--- src/rtl/uart_fifo_ctrl.sv ---
// +----------------------------------------------------------------------------+
// | Module      : uart_fifo_ctrl                                                |
// | Description : Parallel-side UART byte controller. TX and RX FIFOs, PHY      |
// |               handshakes, DATA/STATUS/IE register bus and a level irq.      |
// |               Optional macro UART_FIFO_CTRL_LOOPBACK_EN adds IE bit2        |
// |               loopback (TX head moved straight into the RX FIFO).           |
// | Revision    : 1.0 - initial release                                         |
// +----------------------------------------------------------------------------+
`default_nettype none

module uart_fifo_ctrl #(
  parameter int FIFO_DEPTH = 16,
  parameter int CNT_W      = $clog2(FIFO_DEPTH) + 1
) (
  input  logic       clk,
  input  logic       rst,
  input  logic       bus_en,
  input  logic       bus_we,
  input  logic [1:0] bus_addr,
  input  logic [7:0] bus_wdata,
  output logic [7:0] bus_rdata,
  output logic       bus_rvalid,
  output logic [7:0] phy_tx_data,
  output logic       phy_tx_valid,
  input  logic       phy_tx_ready,
  input  logic [7:0] phy_rx_data,
  input  logic       phy_rx_ready,
  output logic       irq
);

  localparam int PTR_W = $clog2(FIFO_DEPTH);
`ifdef UART_FIFO_CTRL_LOOPBACK_EN
  localparam int IE_W = 3;
`else
  localparam int IE_W = 2;
`endif
  localparam logic [CNT_W-1:0] c_FULL_CNT = CNT_W'(FIFO_DEPTH);
  localparam logic [CNT_W-1:0] c_CNT_ONE  = CNT_W'(1);
  localparam logic [PTR_W-1:0] c_PTR_ONE  = PTR_W'(1);

  logic [7:0]       r_tx_mem [FIFO_DEPTH];
  logic [7:0]       r_rx_mem [FIFO_DEPTH];
  logic [PTR_W-1:0] r_tx_wr, r_tx_rd, r_rx_wr, r_rx_rd;
  logic [CNT_W-1:0] r_tx_cnt, r_rx_cnt;
  logic [IE_W-1:0]  r_ie;
  logic             r_ovr;

  // Bus decode
  logic w_rd, w_wr_data, w_rd_data, w_wr_status, w_wr_ie;
  assign w_rd        = bus_en & ~bus_we;
  assign w_wr_data   = bus_en & bus_we & (bus_addr == 2'd0);
  assign w_rd_data   = w_rd & (bus_addr == 2'd0);
  assign w_wr_status = bus_en & bus_we & (bus_addr == 2'd1);
  assign w_wr_ie     = bus_en & bus_we & (bus_addr == 2'd2);

  // FIFO state flags (all evaluated on pre-edge state)
  logic       w_tx_nonempty, w_tx_full, w_tx_empty, w_rx_nonempty, w_rx_full;
  logic [7:0] w_tx_head, w_rx_head;
  assign w_tx_nonempty = (r_tx_cnt != '0);
  assign w_tx_full     = (r_tx_cnt == c_FULL_CNT);
  assign w_tx_empty    = ~w_tx_nonempty & phy_tx_ready;
  assign w_rx_nonempty = (r_rx_cnt != '0);
  assign w_rx_full     = (r_rx_cnt == c_FULL_CNT);
  assign w_tx_head     = r_tx_mem[r_tx_rd];
  assign w_rx_head     = r_rx_mem[r_rx_rd];

  logic       w_tx_push, w_tx_pop, w_rx_pop, w_rx_push, w_rx_in_valid, w_ovr_set;
  logic [7:0] w_rx_in_data;
  assign w_tx_push = w_wr_data & ~w_tx_full;
  assign w_rx_pop  = w_rd_data & w_rx_nonempty;

`ifdef UART_FIFO_CTRL_LOOPBACK_EN
  // Loopback: PHY side is silenced in both directions, TX head feeds RX
  logic w_lb, w_lb_move;
  assign w_lb          = r_ie[2];
  assign w_lb_move     = w_lb & w_tx_nonempty & ~w_rx_full;
  assign phy_tx_valid  = w_tx_nonempty & ~w_lb;
  assign w_tx_pop      = (phy_tx_valid & phy_tx_ready) | w_lb_move;
  assign w_rx_in_valid = w_lb ? w_lb_move : phy_rx_ready;
  assign w_rx_in_data  = w_lb ? w_tx_head : phy_rx_data;
  assign w_ovr_set     = ~w_lb & phy_rx_ready & w_rx_full & ~w_rx_pop;
`else
  assign phy_tx_valid  = w_tx_nonempty;
  assign w_tx_pop      = w_tx_nonempty & phy_tx_ready;
  assign w_rx_in_valid = phy_rx_ready;
  assign w_rx_in_data  = phy_rx_data;
  assign w_ovr_set     = phy_rx_ready & w_rx_full & ~w_rx_pop;
`endif

  // A full RX FIFO still accepts a byte when the bus frees a slot the same cycle
  assign w_rx_push   = w_rx_in_valid & (~w_rx_full | w_rx_pop);
  // Head is masked so the data output is 0 whenever nothing is queued
  assign phy_tx_data = w_tx_nonempty ? w_tx_head : 8'h00;

  logic [7:0] w_status;
  assign w_status = {3'b000, r_ovr, w_tx_empty, w_tx_full, w_rx_full, w_rx_nonempty};

  // Register read multiplexer
  logic [7:0] w_rd_mux;
  always_comb begin
    w_rd_mux = 8'h00;
    case (bus_addr)
      2'd0:    w_rd_mux = w_rx_nonempty ? w_rx_head : 8'h00;
      2'd1:    w_rd_mux = w_status;
      2'd2:    w_rd_mux = {{(8 - IE_W){1'b0}}, r_ie};
      default: w_rd_mux = 8'h00;
    endcase
  end

  // FIFO storage arrays (no reset needed; validity is tracked by the counts)
  always_ff @(posedge clk) begin
    if (w_tx_push) r_tx_mem[r_tx_wr] <= bus_wdata;
    if (w_rx_push) r_rx_mem[r_rx_wr] <= w_rx_in_data;
  end

  // TX FIFO pointers and occupancy
  always_ff @(posedge clk or posedge rst) begin
    if (rst) begin
      r_tx_wr  <= '0;
      r_tx_rd  <= '0;
      r_tx_cnt <= '0;
    end else begin
      if (w_tx_push) r_tx_wr <= r_tx_wr + c_PTR_ONE;
      if (w_tx_pop)  r_tx_rd <= r_tx_rd + c_PTR_ONE;
      case ({w_tx_push, w_tx_pop})
        2'b10:   r_tx_cnt <= r_tx_cnt + c_CNT_ONE;
        2'b01:   r_tx_cnt <= r_tx_cnt - c_CNT_ONE;
        default: r_tx_cnt <= r_tx_cnt;
      endcase
    end
  end

  // RX FIFO pointers and occupancy
  always_ff @(posedge clk or posedge rst) begin
    if (rst) begin
      r_rx_wr  <= '0;
      r_rx_rd  <= '0;
      r_rx_cnt <= '0;
    end else begin
      if (w_rx_push) r_rx_wr <= r_rx_wr + c_PTR_ONE;
      if (w_rx_pop)  r_rx_rd <= r_rx_rd + c_PTR_ONE;
      case ({w_rx_push, w_rx_pop})
        2'b10:   r_rx_cnt <= r_rx_cnt + c_CNT_ONE;
        2'b01:   r_rx_cnt <= r_rx_cnt - c_CNT_ONE;
        default: r_rx_cnt <= r_rx_cnt;
      endcase
    end
  end

  // Control registers: IE and sticky overrun (a new overrun beats a W1C clear)
  always_ff @(posedge clk or posedge rst) begin
    if (rst) begin
      r_ie  <= '0;
      r_ovr <= 1'b0;
    end else begin
      if (w_wr_ie) r_ie <= bus_wdata[IE_W-1:0];
      if (w_ovr_set)
        r_ovr <= 1'b1;
      else if (w_wr_status & bus_wdata[4])
        r_ovr <= 1'b0;
    end
  end

  // Registered bus read response and level interrupt
  always_ff @(posedge clk or posedge rst) begin
    if (rst) begin
      bus_rdata  <= 8'h00;
      bus_rvalid <= 1'b0;
      irq        <= 1'b0;
    end else begin
      bus_rvalid <= w_rd;
      if (w_rd) bus_rdata <= w_rd_mux;
      irq <= (r_ie[0] & w_rx_nonempty) | (r_ie[1] & w_tx_empty) | r_ovr;
    end
  end

endmodule

`default_nettype wire

--- config.mk ---
export PLATFORM = sky130hd
export DESIGN_NAME = uart_fifo_ctrl
export DESIGN_NICKNAME = d
export VERILOG_FILES = /design/src/rtl/uart_fifo_ctrl.sv
export SDC_FILE = /design/constraint.sdc
export NUM_CORES = 1
export LEC_CHECK = 0
export CORE_MARGIN = 2
export CORE_UTILIZATION = 25
export DETAILED_ROUTE_END_ITERATION = 6
export PLACE_DENSITY = 0.47
export SLEW_MARGIN = 20
export SYNTH_ARGS = -nofsm -noshare
export SYNTH_HDL_FRONTEND = slang
export SYNTH_SLANG_ARGS = --single-unit
--- constraint.sdc ---
create_clock -name clk -period 3.38 [get_ports clk]
set_clock_uncertainty 0.05 [all_clocks]
set_input_delay 0.507 -clock clk [delete_from_list [all_inputs] [get_ports clk]]
set_output_delay 0.507 -clock clk [all_outputs]
set_load 0.005 [all_outputs]
# [Word level (Yosys, flattened, before mapping)]
# Memories as Yosys holds them, arrays and structs flattened.
# Index checks and enable logic that the tools add are counted.
[word_totals] register_bits=39 ram_bits=256 in_bits=24 out_inout_bits=19 elab_cells=70 memories=2
[mem_list] name="r_rx_mem" depth=16 width=8 rd=1 rd_ports_with_merged_regs=0 write_ports=1 line_no="42" rtl="logic [7:0] r_rx_mem [FIFO_DEPTH];"
[mem_list] name="r_tx_mem" depth=16 width=8 rd=1 rd_ports_with_merged_regs=0 write_ports=1 line_no="41" rtl="logic [7:0] r_tx_mem [FIFO_DEPTH];"
[op_classes] n_addsub=8 eq_ne=8 muxes=11 n_bitwise=24 n_reduce_logical=6
[op_table] cell="$pmux 8 s3" count=1
[op_table] cell="$pmux 5 s2" count=2
[op_table] cell="$add 4x1->4 const B" count=4
[op_table] cell="$and 1x1->1" count=16
[op_table] cell="$mux 8" count=2
[op_table] cell="$add 5x1->5 const B" count=2
[op_table] cell="$eq 5x5->1 const B" count=2
[op_table] cell="$reduce_bool 5->1" count=2
[op_table] cell="$sub 5x1->5 const B" count=2
[op_table] cell="$eq 2x1->1 const B" count=3
[op_table] cell="$eq 2x2->1 const B" count=3
[op_table] cell="$mux 1" count=6
[op_table] cell="$reduce_bool 2->1" count=3
[op_table] cell="$not 1->1" count=5
[op_table] cell="$or 1x1->1" count=3
[op_table] cell="$logic_not 2->1" count=1

# [Longest topological paths before layout]
# Gate-level depths: netlist of the first run.
[logic_depth] word_depth=8 ltp_mapped=14 depth_no_buf=12

# [Worst setup path after synthesis of the first run]
# No wires, ideal clock.
[synth_timing] kind="register -> register" start="register r_tx_cnt[1]" end="register r_tx_cnt[4]" arrival_time_ns=2.593 required_time_ns=3.251 path_slack_ns=0.657 stages_incl_launch_ff=15 path_buffers=2 synth_period_minus_slack_ns=2.723 path_cell_list="dfrtp_1 clkbuf_1 nor4_1 nand2_1 and4_1 clkbuf_1 inv_1 ha_1 xor2_1 ha_1 inv_1 o21ai_0 a211o_1 a31oi_1 xor2_1"
[synth_via] elab_chain_len=5 word_cells_on_any_way=11
[synth_rtl] element="from (decl)" line_no="44" rtl="logic [CNT_W-1:0] r_tx_cnt, r_rx_cnt;"
[synth_rtl] element="from (signal assigned)" line_no="126" rtl="2'b10: r_tx_cnt <= r_tx_cnt + c_CNT_ONE;"
[synth_rtl] element="from (signal assigned)" line_no="127" rtl="2'b01: r_tx_cnt <= r_tx_cnt - c_CNT_ONE;"
[synth_rtl] element="from (signal assigned)" line_no="128" rtl="default: r_tx_cnt <= r_tx_cnt;"
[synth_rtl] element="$eq 5x5->1" line_no="60" rtl="assign w_tx_full = (r_tx_cnt == c_FULL_CNT);"
[synth_rtl] element="$not 1->1" line_no="69" rtl="assign w_tx_push = w_wr_data & ~w_tx_full;"
[synth_rtl] element="$and 1x1->1" line_no="69"
[synth_rtl] element="$eq 2x1->1 / $eq 2x2->1 (equally long branches)" line_no="125" rtl="case ({w_tx_push, w_tx_pop})"
[synth_rtl] element="$pmux 5 s2 / $reduce_bool 2->1 (equally long branches)"
# Several ways; a longest one is shown, not always the timed one.
# A chain may end at the register's enable or synchronous reset.

# [Worst setup path after layout of the first run]
[layout_timing] start="register r_tx_rd[0]" end="output port phy_tx_data[7]"
[layout_via] elab_chain_len=2
[layout_rtl] element="from (decl)" line_no="43" rtl="logic [PTR_W-1:0] r_tx_wr, r_tx_rd, r_rx_wr, r_rx_rd;"
[layout_rtl] element="from (signal assigned)" line_no="124" rtl="if (w_tx_pop) r_tx_rd <= r_tx_rd + c_PTR_ONE;"
[layout_rtl] element="$mem_v2 16x8"
[layout_rtl] element="$mux 8" line_no="93" rtl="assign phy_tx_data = w_tx_nonempty ? w_tx_head : 8'h00;"
[layout_rtl] element="to (decl)" line_no="23" rtl="output logic [7:0] phy_tx_data,"
# Every way passes these cells.

==> metrics.cfg, run 1 <==
[run_status]
status=complete, no violations

[cells_and_area]
stdcell_count=1386
drive_above_1_share_pct=24.8
fin_util_pct=30.9
regArea_mm2=0.00867
layout_common_cells=256 x edfxtp_1, 70 x mux4_2, 47 x buf_4
nFillCells=4617
area.growth.synth_to_final_pct=21.9
final_common_cell=edfxtp_1
nets=784
diodes=0
multi_input_area_mm2=0.00319

[detailed_routing]
antenna_left=0
vias=6148
drt_first_iter_violations=403
dr.pass1.iters=4
wire_per_inst_um=19.7
viasPerCell=4.44
drc=0
wl_um=27300

[power_and_ir_drop]
p_switching_w=0.00324
pwr-share-seq_pct=41.8
p_comb_share_pct=26.8
peakVddDrop_v=0.000339
swShare_pct=28.2
power.total_w=0.0115
power.leakage_nw=4.93
power_density_mw_per_mm2=778
p_int_w=0.00823
p_clk_share_pct=31.4

[timing]
rsz0062_at_grt=no
fmax_ghz=0.306
fin_ws_ps=108
tightest_slew_ps=983
drv_slew=0
min_period_ps=3270
slew_headroom_pct=34.4
fin_crit_sh_pct=96.8
fin_tns_setup_ps=0
finalSetupViolations=0
final_hold_viol_count=0

[synth]
ys_seq_area_share_pct=71.7
synth-warning-count=0
async_flop_share_pct=13.2
yosysUniqueCellTypes=55
syn-num-nets=684
postSynthCellCount=645
yosys_register_bits=295
synth_edf_count=256
avgSynthCellArea_um2=18.7
synth_area_mm2=0.0121
synth_ff_type=edfxtp_1

[critical_path]
cp_max_fo=7
rr_worst_depth=12
rr_endpoint=r_tx_cnt[4]
rr_startpoint=r_tx_cnt[1]
worst_setup_path_start_kind=register
crit_required_ps=2820
critical_path_class=register to output port
critPathArrivalTime_ps=2710
endpoint_kind=output port
rrSetupSlack_ps=630

[global_routing]
track_usage_pct=11.1
grt_max_degree=40
antenna_found_initial=0
grt_overflow=0
grt_pass1_vias=6379
grt_pass1_wl_um=41200

[flow_run]
max_cap_viol_count=0

[placement]
dpl_worst_slack_ps=215
gp_congestion=0.723
io_buffers=42
place_inst=1318
hpwlAfterDp_um=18000

[clock_tree]
cts-hold-fix-buffers=0
cts.sink_count=295
cts_made_buffers=34
htreeDepth=2
cts_buffer_depth=3
cts-root-buf=clkbuf_16
clkLatencyLatePin_ps=530
clk_pin_slew_ps=60
cts_tree=done

[die]
io-pin-count=43
dieArea_mm2=0.0501
core_mm2=0.0477
die_height_um=224
die_w_um=224
core.rowCount=80
start_util_pct=25.3

[min_path]
min_from=r_tx_cnt[4]
hold_depth=1
min_delay_worst_endpoint=r_tx_cnt[4]
hp-class=register to register

[how the worst max path moves through the flow]
stage | start | endpoint | slack (ps) | cells after the start
floorplan | r_tx_cnt[1] | r_tx_cnt[4] | 660 | 14
global placement | bus_addr[1] | r_tx_cnt[4] | 270 | 12
CTS | r_tx_rd[0] | phy_tx_data[3] | -4 | 6
global route | r_tx_rd[0] | phy_tx_data[7] | 20 | 6
finish | r_tx_rd[0] | phy_tx_data[7] | 110 | 6
detailed placement | bus_addr[1] | r_tx_cnt[4] | 210 | 12
[synth_stat cells, drive strengths merged, types with 2 or more instances]
library cell	instances	area [um^2]
a211oi	4	42.5
a21o	3	22.5
mux2	8	90.1
nand3	4	20.0
dfrtp	39	976
o211ai	2	15.0
nor2	32	120
nor4	3	33.8
inv	16	60.1
nand2b	4	25.0
a21oi	11	55.1
clkbuf	14	52.6
mux2i	11	110
nand3b	3	22.5
nor3	5	25.0
nor2b	17	106
a22o	5	43.8
a22oi	4	30.0
xnor2	16	140
buf	20	124
edfxtp	256	7690
nand2	25	96.4
mux4	70	1580
xor2	6	52.6
a31oi	3	25.0
nor3b	2	15.0
ha	15	188
o21ai	12	63.8
and2	12	75.1
nand4	6	37.5
[area by class of cell]
class,count,share of cell area (%)
sequential,295,58.8
multi-input combinational,300,21.6
timing repair buffer,98,6.57
clock buffer,48,6.27
tap,615,5.22
clock inverter,14,1.10
inverter,16,0.408
[sequential cells by signal, indices dropped and copies added (netlist names), 4 cells and up]
name	flops
r_rx_cnt	5
r_rx_wr	4
r_rx_mem	128
r_tx_cnt	5
r_tx_rd	4
r_rx_rd	4
r_tx_wr	4
r_tx_mem	128
bus_rdata	8
[cells by family (layout without fill, tap and decap cells)]
logic type	count (synthesis)	after routing	synth area share, %
buffers and inverters	50	176	1.96
AO/OA/AOI/OAI	54	54	3.16
flip-flops	295	295	71.7
XOR/XNOR	22	22	1.59
AND/OR/NAND/NOR	120	120	5.38
adder cells (fa/ha/maj)	15	15	1.55
multiplexers	89	89	14.7
[worst max-delay path, stage by stage, from the launching register on]
cell             delay, ps
dfrtp_2                370
buf_8                  140
buf_12                 140
mux4_2                 510
mux4_2                 460
nor2b_1                140
clkdlybuf4s50_1        440
[repair_timing]
action                     in CTS  in global routing
pin swaps                       0                  0
cloned                          1                  0
resized for setup               6                  8
setup buffers                   5                  0
setup endpoints to repair       8                  6
[power groups by stage]
stage / Clock [W] / Sequential, W / Combinational [W]
2_1_floorplan: 0 / 0.00455 / 0.00222
3_3_place_gp: 0 / 0.00490 / 0.00300
3_5_place_dp: 0 / 0.00490 / 0.00301
4_1_cts: 0.00370 / 0.00481 / 0.00314
5_1_grt: 0.00384 / 0.00486 / 0.00336
6_report: 0.00360 / 0.00480 / 0.00307
[metal layers]
metal	up-vias	GRT usage [%]	wire length, um
met1	3210	15.1	12500
li1	2765	-	-
met2	134	18.0	13200
met3	39	2.07	1130
met5	-	0	0
met4	0	3.23	563
[stage by stage]
step / hold WS [ps] / instance area [um^2]
4_1_cts: 459 / 14700
2_1_floorplan: 412 / 12100
3_5_place_dp: 441 / 13500
6_report: 451 / 14700
3_3_place_gp: 426 / 13500
5_1_grt: 482 / 14700
Power figures use the tool's default switching activity.
==> inputs of run 2 (changes only) <==
--- a/config.mk
+++ b/config.mk
@@ -8,7 +8,8 @@
 export CORE_MARGIN = 2
 export CORE_UTILIZATION = 25
 export DETAILED_ROUTE_END_ITERATION = 6
-export PLACE_DENSITY = 0.47
+export HOLD_SLACK_MARGIN = 0.15
+export PLACE_DENSITY = 0.36
 export SLEW_MARGIN = 20
 export SYNTH_ARGS = -nofsm -noshare
 export SYNTH_HDL_FRONTEND = slang
==> metrics.cfg, run 2 (synthesized netlist as in run 1, its figures left out) <==
[detailed_routing]
drc=0  ; unchanged
vias=6334  ; +3.0%
wl_um=30900  ; +13%
viasPerCell=4.50  ; +1.5%
antenna_left=0  ; unchanged
wire_per_inst_um=22.0  ; +12%
dr.pass1.iters=5  ; +1
drt_first_iter_violations=523  ; +30%

[cells_and_area]
layout_common_cells=256 x edfxtp_1, 70 x mux4_2, 67 x buf_4
drive_above_1_share_pct=26.4  ; +1.6 points
top_regs=r_rx_mem: 128 flops, r_tx_mem: 128 flops, bus_rdata: 8 flops
multi_input_area_mm2=0.00319  ; unchanged
final_common_cell=edfxtp_1
area.growth.synth_to_final_pct=23.0
stdcell_count=1407  ; +1.5%
nets=803  ; +2.4%
nFillCells=4593  ; -0.52%
regArea_mm2=0.00867  ; unchanged
diodes=0  ; unchanged

[global_routing]
grt_pass1_wl_um=45400  ; +10%
use_met3_pct=2.20  ; +0.13 points
track_usage_pct=12.5  ; +1.5 points
grt_pass1_vias=6675  ; +4.6%
grt.met1_usage_pct=17.7  ; +2.6 points
antenna_found_initial=1  ; +1
busiest_layer=met2
use_met2_pct=19.6  ; +1.6 points
grt_overflow=0  ; unchanged
grt_max_degree=40  ; unchanged

[clock_tree]
clk_pin_slew_ps=50  ; about the same
clkLatencyLatePin_ps=540  ; about the same
htreeDepth=2  ; unchanged
cts_made_buffers=36  ; +5.9%
cts_buffer_depth=3  ; unchanged
cts-root-buf=clkbuf_16
cts_tree=done
cts.sink_count=295  ; unchanged

[die]
core.rowCount=80  ; unchanged
io-pin-count=43  ; unchanged
die_w_um=224  ; unchanged
start_util_pct=25.3  ; unchanged
core_mm2=0.0477  ; unchanged
dieArea_mm2=0.0501  ; unchanged
die_height_um=224  ; unchanged

[placement]
gp_congestion=0.737  ; +2.0%
hpwlAfterDp_um=20200  ; +12%
io_buffers=42  ; unchanged
place_inst=1337  ; +1.4%

[timing]
rsz0062_at_grt=no
slew_headroom_pct=46.8  ; +12 points
finalSetupViolations=0  ; unchanged
fin_tns_setup_ps=0  ; unchanged
fmax_ghz=0.315  ; +3.2%
final_hold_viol_count=0  ; unchanged
drv_slew=0  ; unchanged
tightest_slew_ps=798  ; -185 ps
min_period_ps=3170  ; -100 ps
fin_crit_sh_pct=93.8  ; -3.0 points

[power_and_ir_drop]
power_density_mw_per_mm2=779  ; about the same
peakVddDrop_v=0.000328  ; -3.2%
power.total_w=0.0116  ; +1.0%
power.leakage_nw=5.03  ; +2.0%

[min_path]
hp-class=input pin to asynchronous set/reset pin

[critical_path]
worst_setup_path_start_kind=register
rr_worst_depth=12  ; unchanged
rr_endpoint=r_tx_cnt[4]
rrSetupSlack_ps=470  ; -160 ps
cp_max_fo=5  ; -2
crit_required_ps=2820  ; about the same
rr_startpoint=r_tx_cnt[1]
critPathArrivalTime_ps=2610  ; -100 ps
critical_path_class=register to output port
startpoint=r_tx_rd[0]
endpoint_kind=output port

[flow_run]
max_cap_viol_count=0  ; unchanged

[run_status]
status=complete, no violations

## run 2: cell types whose count changed in the layout (fill, tap and decap cells not counted), moves of 2 or more
| cell | delta |
|---|---|
| buf_4 | +20 |
| clkbuf_16 | +3 |
| clkinv_1 | +6 |
| buf_12 | -3 |
| inv_6 | -2 |
| clkinv_2 | +3 |
| clkdlybuf4s50_1 | -2 |
| dlygate4sd2_1 | +3 |
| clkbuf_1 | -3 |
## run 2: per-stage QoR
stage	hold WS, ps	utilization [%]	setup WS [ps]	instance area [um^2]
floorplan	412	-	657	12100
global placement	444	28.6	398	13600
detailed placement	436	28.6	355	13600
CTS	452	31.1	0.131	14900
global route	442	31.1	105	14900
finish	353	31.1	209	14900
## run 2: worst max path at each step
stage / end / cells after the start / slack, ps
floorplan: r_tx_cnt[4] / 14 / 660
global placement: phy_tx_data[5] / 5 / 400
detailed placement: r_tx_cnt[4] / 12 / 350
CTS: phy_tx_data[6] / 6 / 0.1
global route: phy_tx_data[7] / 6 / 100
finish: phy_tx_data[1] / 6 / 210
## run 2: layout make-up
cell class,count,share of cell area [%]
Sequential cell,295,58.3
Multi-Input combinational cell,300,21.4
Timing Repair Buffer,115,7.02
Clock buffer,47,6.55
Tap cell,615,5.17
Clock inverter,19,1.14
Inverter,16,0.412
## run 2: what timing repair did
item / in CTS / in global routing
endpoints found under the setup margin: 8 / 3
gates resized for setup: 13 / 3
pin swaps: 0 / 0
buffers inserted: 3 / 0
gates cloned: 1 / 0
hold buffers: 0 / 0
## run 2: layer usage
metal	share of wire, %	vias up
li1	-	2799
met1	47	3341
met2	46	159
met3	4.4	35
met4	2.2	0
met5	0	-
## run 2: critical path: stages (launching register included)
cell           delay (ps)
dfrtp_2               360
buf_4                 130
buf_4                 150
mux4_2                530
mux4_2                500
nor2b_1               150
dlygate4sd2_1         280
## run 2: power by group
group	leakage, nW	total [W]	internal (W)	switching [W]
Sequential	2.78	0.00472	0.00434	0.000381
Clock	0.556	0.00370	0.00219	0.00151
Combinational	1.69	0.00317	0.00169	0.00148
Total	5.03	0.0116	0.00822	0.00337
